**config.mk**
```make
export PLATFORM = sky130hd
export DESIGN_NAME = nes_controller_port
export DESIGN_NICKNAME = d
export VERILOG_FILES = /design/src/rtl/nes_controller_port.sv
export SDC_FILE = /design/constraint.sdc
export NUM_CORES = 1
export LEC_CHECK = 0
export BUFFER_PORTS_ARGS = -buffer_cell sky130_fd_sc_hd__buf_2
export CAP_MARGIN = 20
export CORE_ASPECT_RATIO = 1.2
export CORE_MARGIN = 2
export CORE_UTILIZATION = 45
export DETAILED_ROUTE_END_ITERATION = 8
export PLACE_DENSITY = 0.66
export SYNTH_ARGS = -nofsm -noshare
export SYNTH_HDL_FRONTEND = slang
export SYNTH_SLANG_ARGS = --single-unit
```
**constraint.sdc**
```tcl
create_clock -name i_clk -period 1.7 [get_ports i_clk]
set_input_delay 0.085 -clock i_clk [delete_from_list [all_inputs] [get_ports i_clk]]
set_output_delay 0.085 -clock i_clk [all_outputs]
set_load 0.01 [all_outputs]
```
**src/rtl/nes_controller_port.sv**
```systemverilog
// NES joypad emulation: 4021-style parallel-in/serial-out register fed by debounced
// physical buttons or a debugger override word, plus a latch (poll) counter.
module nes_controller_port #(
    parameter int DEBOUNCE_CYCLES = 16,
    parameter int COUNT_WIDTH     = 16
) (
    input  logic                   i_clk,
    input  logic                   i_reset,
    input  logic [7:0]             i_pad_buttons_n,
    input  logic                   i_override_en,
    input  logic [7:0]             i_override_buttons,
    input  logic                   i_nes_latch,
    input  logic                   i_nes_clk,
    output logic                   o_nes_data,
    output logic [7:0]             o_buttons_debounced,
    output logic [COUNT_WIDTH-1:0] o_latch_count
);

    localparam int DB_W = (DEBOUNCE_CYCLES > 1) ? $clog2(DEBOUNCE_CYCLES) : 1;
    localparam logic [DB_W-1:0] DB_LAST = DB_W'(DEBOUNCE_CYCLES - 1);

    logic [7:0]             sync1_q, sync2_q;
    logic [7:0]             sync_act;
    logic [DB_W-1:0]        db_cnt_q [8];
    logic [DB_W-1:0]        db_cnt_d [8];
    logic [7:0]             deb_q, deb_d;
    logic [7:0]             shreg_q, shreg_d;
    logic                   prev_latch_q, prev_clk_q;
    logic [COUNT_WIDTH-1:0] latch_cnt_q, latch_cnt_d;
    logic [7:0]             buttons;

    assign sync_act = ~sync2_q;
    assign buttons  = i_override_en ? i_override_buttons : deb_q;

    // A counter reaching its last value on a still-differing input commits the change.
    always_comb begin
        deb_d = deb_q;
        for (int i = 0; i < 8; i++) begin
            db_cnt_d[i] = '0;
            if (sync_act[i] != deb_q[i]) begin
                if (db_cnt_q[i] == DB_LAST) begin
                    deb_d[i] = sync_act[i];
                end else begin
                    db_cnt_d[i] = db_cnt_q[i] + DB_W'(1);
                end
            end
        end
    end

    always_comb begin
        shreg_d = shreg_q;
        if (i_nes_latch) begin
            shreg_d = buttons;
        end else if (i_nes_clk && !prev_clk_q) begin
            shreg_d = {1'b1, shreg_q[7:1]};
        end
    end

    always_comb begin
        latch_cnt_d = latch_cnt_q;
        if (!i_nes_latch && prev_latch_q) begin
            latch_cnt_d = latch_cnt_q + COUNT_WIDTH'(1);
        end
    end

    always_ff @(posedge i_clk) begin
        if (i_reset) begin
            sync1_q      <= 8'hFF;
            sync2_q      <= 8'hFF;
            deb_q        <= 8'h00;
            shreg_q      <= 8'h00;
            prev_latch_q <= 1'b0;
            prev_clk_q   <= 1'b0;
            latch_cnt_q  <= '0;
            for (int i = 0; i < 8; i++) begin
                db_cnt_q[i] <= '0;
            end
        end else begin
            sync1_q      <= i_pad_buttons_n;
            sync2_q      <= sync1_q;
            deb_q        <= deb_d;
            shreg_q      <= shreg_d;
            prev_latch_q <= i_nes_latch;
            prev_clk_q   <= i_nes_clk;
            latch_cnt_q  <= latch_cnt_d;
            for (int i = 0; i < 8; i++) begin
                db_cnt_q[i] <= db_cnt_d[i];
            end
        end
    end

    assign o_nes_data          = shreg_q[0];
    assign o_buttons_debounced = deb_q;
    assign o_latch_count       = latch_cnt_q;

endmodule

```
==> Yosys cells after proc, flatten, opt, wreduce, memory -nomap -nowiden <==
Memory sizes are Yosys's and may differ from the RTL's.
Cells that the tools add are included.
{ "totals": {"regBits": 50, "latchBits": 0, "ramBits": 32, "romBits": 0, "input_bits": 21, "out_inout_bits": 25, "elab_cells": 92, "memories": 1} }
{ "classes": {"n_addsub": 9, "mul": 0, "n_div": 0, "n_lt_le_gt_ge": 0, "n_eq_ne": 16, "n_shift": 0, "mux": 30, "n_bitwise": 9, "n_reduce_logical": 13} }
{ "mem_list": {"columns": ["name", "words", "width", "rd", "rd_ports_with_merged_regs", "write_ports", "line_no", "text"], "rows": [
  ["db_cnt_q", 8, 4, 8, 0, 8, "24", "logic [DB_W-1:0] db_cnt_q [8];"]
]} }
{ "ops": {"columns": ["op", "n"], "rows": [
  ["4-bit 2-to-1 mux", 24],
  ["4-bit by 1-bit adder with 4-bit output (second input constant)", 8],
  ["4-bit == test (second input constant)", 8],
  ["8-bit 2-to-1 mux", 3],
  ["16-bit by 1-bit adder with 16-bit output (second input constant)", 1],
  ["2-bit AND reduction", 8],
  ["1-bit != test", 8],
  ["8-bit NOT", 1],
  ["1-bit OR", 8],
  ["1-bit 2-to-1 mux", 3],
  ["1-bit logical AND", 2],
  ["1-bit zero test", 2],
  ["2-bit nonzero test", 1]
]} }

==> Depth between registers and ports, before layout <==
{ "depth": {"word_depth": 4, "ltp_mapped": 6, "mapped_depth_nobuf": 5} }

==> Worst setup path after synthesis <==
OpenSTA, ideal clock, no wires.
{ "synth_timing": {"path_kind": "flip-flop to flip-flop", "start": "reg latch_cnt_q[0], in the netlist o_latch_count[0]", "end": "reg latch_cnt_q[14], in the netlist o_latch_count[14]", "setup_ns": 0.121, "arrival_ns": 1.399, "required_ns": 1.579, "setup_slack_ns": 0.180, "path_stages_with_launch": 6, "path_buffers": 1, "synth_period_minus_slack_ns": 1.520, "cell_sequence": "dfxtp_1 > ha_1 > and4b_1 > buf_2 > and4_2 > mux2_2"} }
{ "synth_between": {"elab_chain_cells": 1} }
{ "synth_lines": {"columns": ["element", "line_no", "text"], "rows": [
  ["start, declared", "29", "logic [COUNT_WIDTH-1:0] latch_cnt_q, latch_cnt_d;"],
  ["start signal, assigned", "85", "latch_cnt_q <= latch_cnt_d;"],
  ["16-bit by 1-bit adder with 16-bit output", "62", "latch_cnt_d = latch_cnt_q + COUNT_WIDTH'(1);"]
]} }
Every way passes these cells.
A chain may end at the register's enable or synchronous reset.

==> Final worst setup path <==
{ "layout_timing": {"start": "reg latch_cnt_q[3], in the netlist o_latch_count[3]", "end": "reg latch_cnt_q[11], in the netlist o_latch_count[11]"} }
Same word-level chain as after synthesis.

==> impl_metrics.py <==
metrics = {
    "synthesis": {
        "syn_nets": 354,
        "ys_seq_area_share_pct": 51.9,
        "ys_ff_latch": 82,
        "yosysUniqueCellTypes": 31,
        "syn_area_um2": 3170,
        "synth_edf_count": 0,
        "syn_avg_cell_area_um2": 9.77,
        "yosysWarningCount": 0,
        "ys.flop_type": "dfxtp_1",
        "syn_inst": 324,
        "async_flop_share_pct": 0,
    },
    "worst_setup_path": {
        "worstPathCellList": "and4_4 > and4_4 > nand3_1 > mux2_4",
        "cpPeakStageDelay_ns": 0.42,
        "cp-start-kind": "flop",
        "end_kind": "flop",
        "slowest_stage": "dfxtp_1",
        "crit_arrival_ns": 1.73,
        "crit_path_max_fanout": 6,
        "path_class": "reg2reg",
        "ff2ff_path_depth": 4,
        "cp.required_ns": 1.93,
        "r2r_slack_ns": 0.20,
        "cpMostUsedCell": "and4_4",
    },
    "run_status": {
        "status": "finished clean",
    },
    "layout": {
        "final_nets": 417,
        "layout.cells.non_filler": 477,
        "final_util_pct": 55.4,
        "fillers": 620,
        "finalInstanceArea_um2": 3770,
        "drive_gt1_share_pct": 24.1,
        "insertedDiodeCount": 0,
        "area_growth_pct": 19.2,
    },
    "drt": {
        "drt_iter0_drc": 50,
        "vias": 2294,
        "avgRoutedWirePerCell_um": 11.5,
        "vias_per_cell": 4.81,
        "dr.pass1.iters": 4,
        "drt_wl_total_um": 5510,
        "ant_nets": 0,
        "drc_errors": 0,
    },
    "sta": {
        "final-max-slew-violation-count": 0,
        "fin_crit_ns": 1.50,
        "layout_setup_ws_ns": 0.203,
        "fmax_mhz": 668,
        "final.setup.tns_ns": 0,
        "finalSetupViolCount": 0,
        "relSlewSlack_pct": 62.6,
        "min_period_over_period_pct": 88.1,
        "grt_setup_unrepaired": "no",
        "tightest_slew_ns": 0.561,
        "finClkSkew_ns": 0.00492,
        "hold_viol": 0,
        "whs_ns": 0.134,
    },
    "grt": {
        "grt.busiest_layer": "met2",
        "track_usage_pct": 15.5,
        "grt_use_met2_pct": 25.8,
        "met1_usage_pct": 18.4,
        "grt_pass1_vias": 2185,
        "grt_first_pass_wirelength_um": 9240,
        "antenna_found_initial": 0,
        "met3_usage_pct": 3.47,
        "grt_max_degree": 25,
        "gr-total-overflow": 0,
    },
    "clocking": {
        "cts.sinks": 82,
        "cts_root_buffer": "clkbuf_8",
        "clk_latency_ns": 0.34,
        "path_clk_slew_ns": 0.08,
        "htreeDepth": 3,
        "cts_buffers": 9,
        "post-cts-setup-buffers": 0,
        "max-clock-path-buffers": 2,
        "cts_resized": 0,
        "tritoncts": "built",
    },
    "power": {
        "netSwitchingPower_uw": 735,
        "p_int_mw": 2.68,
        "p_clk_share_pct": 36.9,
        "ir_worst_vdd_v": 0.000501,
        "seqPwrFrac_pct": 57.9,
        "powerDensity_nw_per_um2": 906,
        "leakagePower_nw": 1.63,
        "switching_share_pct": 21.5,
        "combPwrFrac_pct": 5.2,
        "power_mw": 3.42,
    },
    "job": {
        "maxCapViolations": 0,
    },
    "placement": {
        "place_ws_ns": 0.217,
        "placed_cell_area_um2": 3510,
        "place.gp.congestion": 0.715,
        "numPortBuffers": 45,
        "place_hpwl_um": 3860,
        "dp.cells": 454,
    },
    "floorplanning": {
        "core_area_um2": 6810,
        "start_util_pct": 46.5,
        "pin_count": 46,
        "rows": 33,
        "fp.dieArea_um2": 7720,
        "die_x_um": 80.6,
        "die_y_um": 95.9,
    },
    "hold_path": {
        "min_path_type": "in2reg",
        "hold_depth": 3,
    },
}
==> final cells by class <==
type	count	area, um^2	share of cell area [%]
tap	87	109	2.88
clock inverter	2	12.5	0.331
timing repair buffer	62	375	9.94
clock buffer	12	165	4.38
sequential	82	1640	43.5
multi-input combinational	223	1440	38.1
inverter	9	33.8	0.895
==> power by group through the flow <==
stage                     Sequential, mW  Combinational (mW)  Clock [mW]
after floorplan                     2.02               0.106           0
after global placement              2.02               0.160           0
after detailed placement            2.03               0.163           0
after CTS                           1.98               0.180        1.32
after global routing                1.98               0.201        1.39
final                               1.98               0.178        1.26
==> placed cells by master (no fill, tap or decap), types with 6 or more instances in the layout <==
cell type,synthesis,final
dfxtp_1,82,82
nor2_1,57,57
buf_2,3,45
xor2_1,22,22
or2_2,19,19
nand2_1,17,17
xnor2_1,13,13
nand3_1,13,13
clkbuf_8,0,12
and3_1,10,10
inv_1,9,9
mux2i_1,9,9
a211oi_1,9,9
ha_1,9,9
dlygate4sd3_1,0,9
a21oi_1,8,8
buf_4,1,8
o211ai_1,7,7
nor2b_1,6,6
==> worst max-delay path: cells and delay by family (launching register included) <==
| family | cells | cell delay, ns |
|---|---|---|
| multiplexers | 1 | 0.31 |
| flip-flops | 1 | 0.42 |
| AND/OR/NAND/NOR | 3 | 0.65 |
==> worst paths after layout <==
path	endpoint	start
worst min register to register	sync2_q[3]	sync1_q[3]
worst max-delay path	o_latch_count[11]	o_latch_count[3]
worst min-delay path	shreg_q[7]	i_override_buttons[7]
worst max register to register	o_latch_count[11]	o_latch_count[3]
==> synthesized netlist by cell type (2+ instances only) <==
| library cell | instances | area share, % |
|---|---|---|
| xor2_1 | 22 | 6.1 |
| nand4_1 | 4 | 0.79 |
| nand3_1 | 13 | 2.1 |
| nand2b_1 | 3 | 0.59 |
| mux2_4 | 3 | 1.4 |
| and4_4 | 2 | 0.71 |
| nor2b_1 | 6 | 1.2 |
| nor2_1 | 57 | 6.8 |
| and4b_1 | 2 | 0.63 |
| and3_1 | 10 | 2.0 |
| ha_1 | 9 | 3.6 |
| nand2_1 | 17 | 2.0 |
| inv_1 | 9 | 1.1 |
| a211oi_1 | 9 | 2.1 |
| clkbuf_1 | 4 | 0.47 |
| a21oi_1 | 8 | 1.3 |
| or2_2 | 19 | 3.8 |
| or3_1 | 5 | 0.99 |
| buf_2 | 3 | 0.47 |
| xnor2_1 | 13 | 3.6 |
| dfxtp_1 | 82 | 52 |
| o211ai_1 | 7 | 1.7 |
| mux2i_1 | 9 | 2.8 |
==> cells by family after synthesis <==
| logic type | count (synthesis) | synth area share [%] |
|---|---|---|
| AND/OR/NAND/NOR | 141 | 22.3 |
| flip-flops | 82 | 51.9 |
| XOR/XNOR | 35 | 9.68 |
| AO/OA/AOI/OAI | 25 | 5.30 |
| buffers and inverters | 19 | 2.73 |
| multiplexers | 13 | 4.62 |
| adder cells (fa/ha/maj) | 9 | 3.56 |
==> sequential cells by signal, summed over array words and instances, names as in the netlist <==
signal	flops
db_cnt_q	32
prev_latch_q	1
o_latch_count	16
prev_clk_q	1
sync2_q	8
o_buttons_debounced	8
sync1_q	8
shreg_q	8
==> metal layers <==
| layer | wire length, um | up-vias |
|---|---|---|
| met5 | 0 | - |
| met4 | 112 | 0 |
| met3 | 260 | 9 |
| met2 | 2520 | 48 |
| met1 | 2610 | 1036 |
| li1 | - | 1201 |
==> what timing repair did <==
action / CTS / global route
endpoints found under the setup margin: 0 / 0
hold endpoints to repair: 9 / 0
hold buffers: 9 / 0
Note: power is estimated with default switching activity, not from simulation.
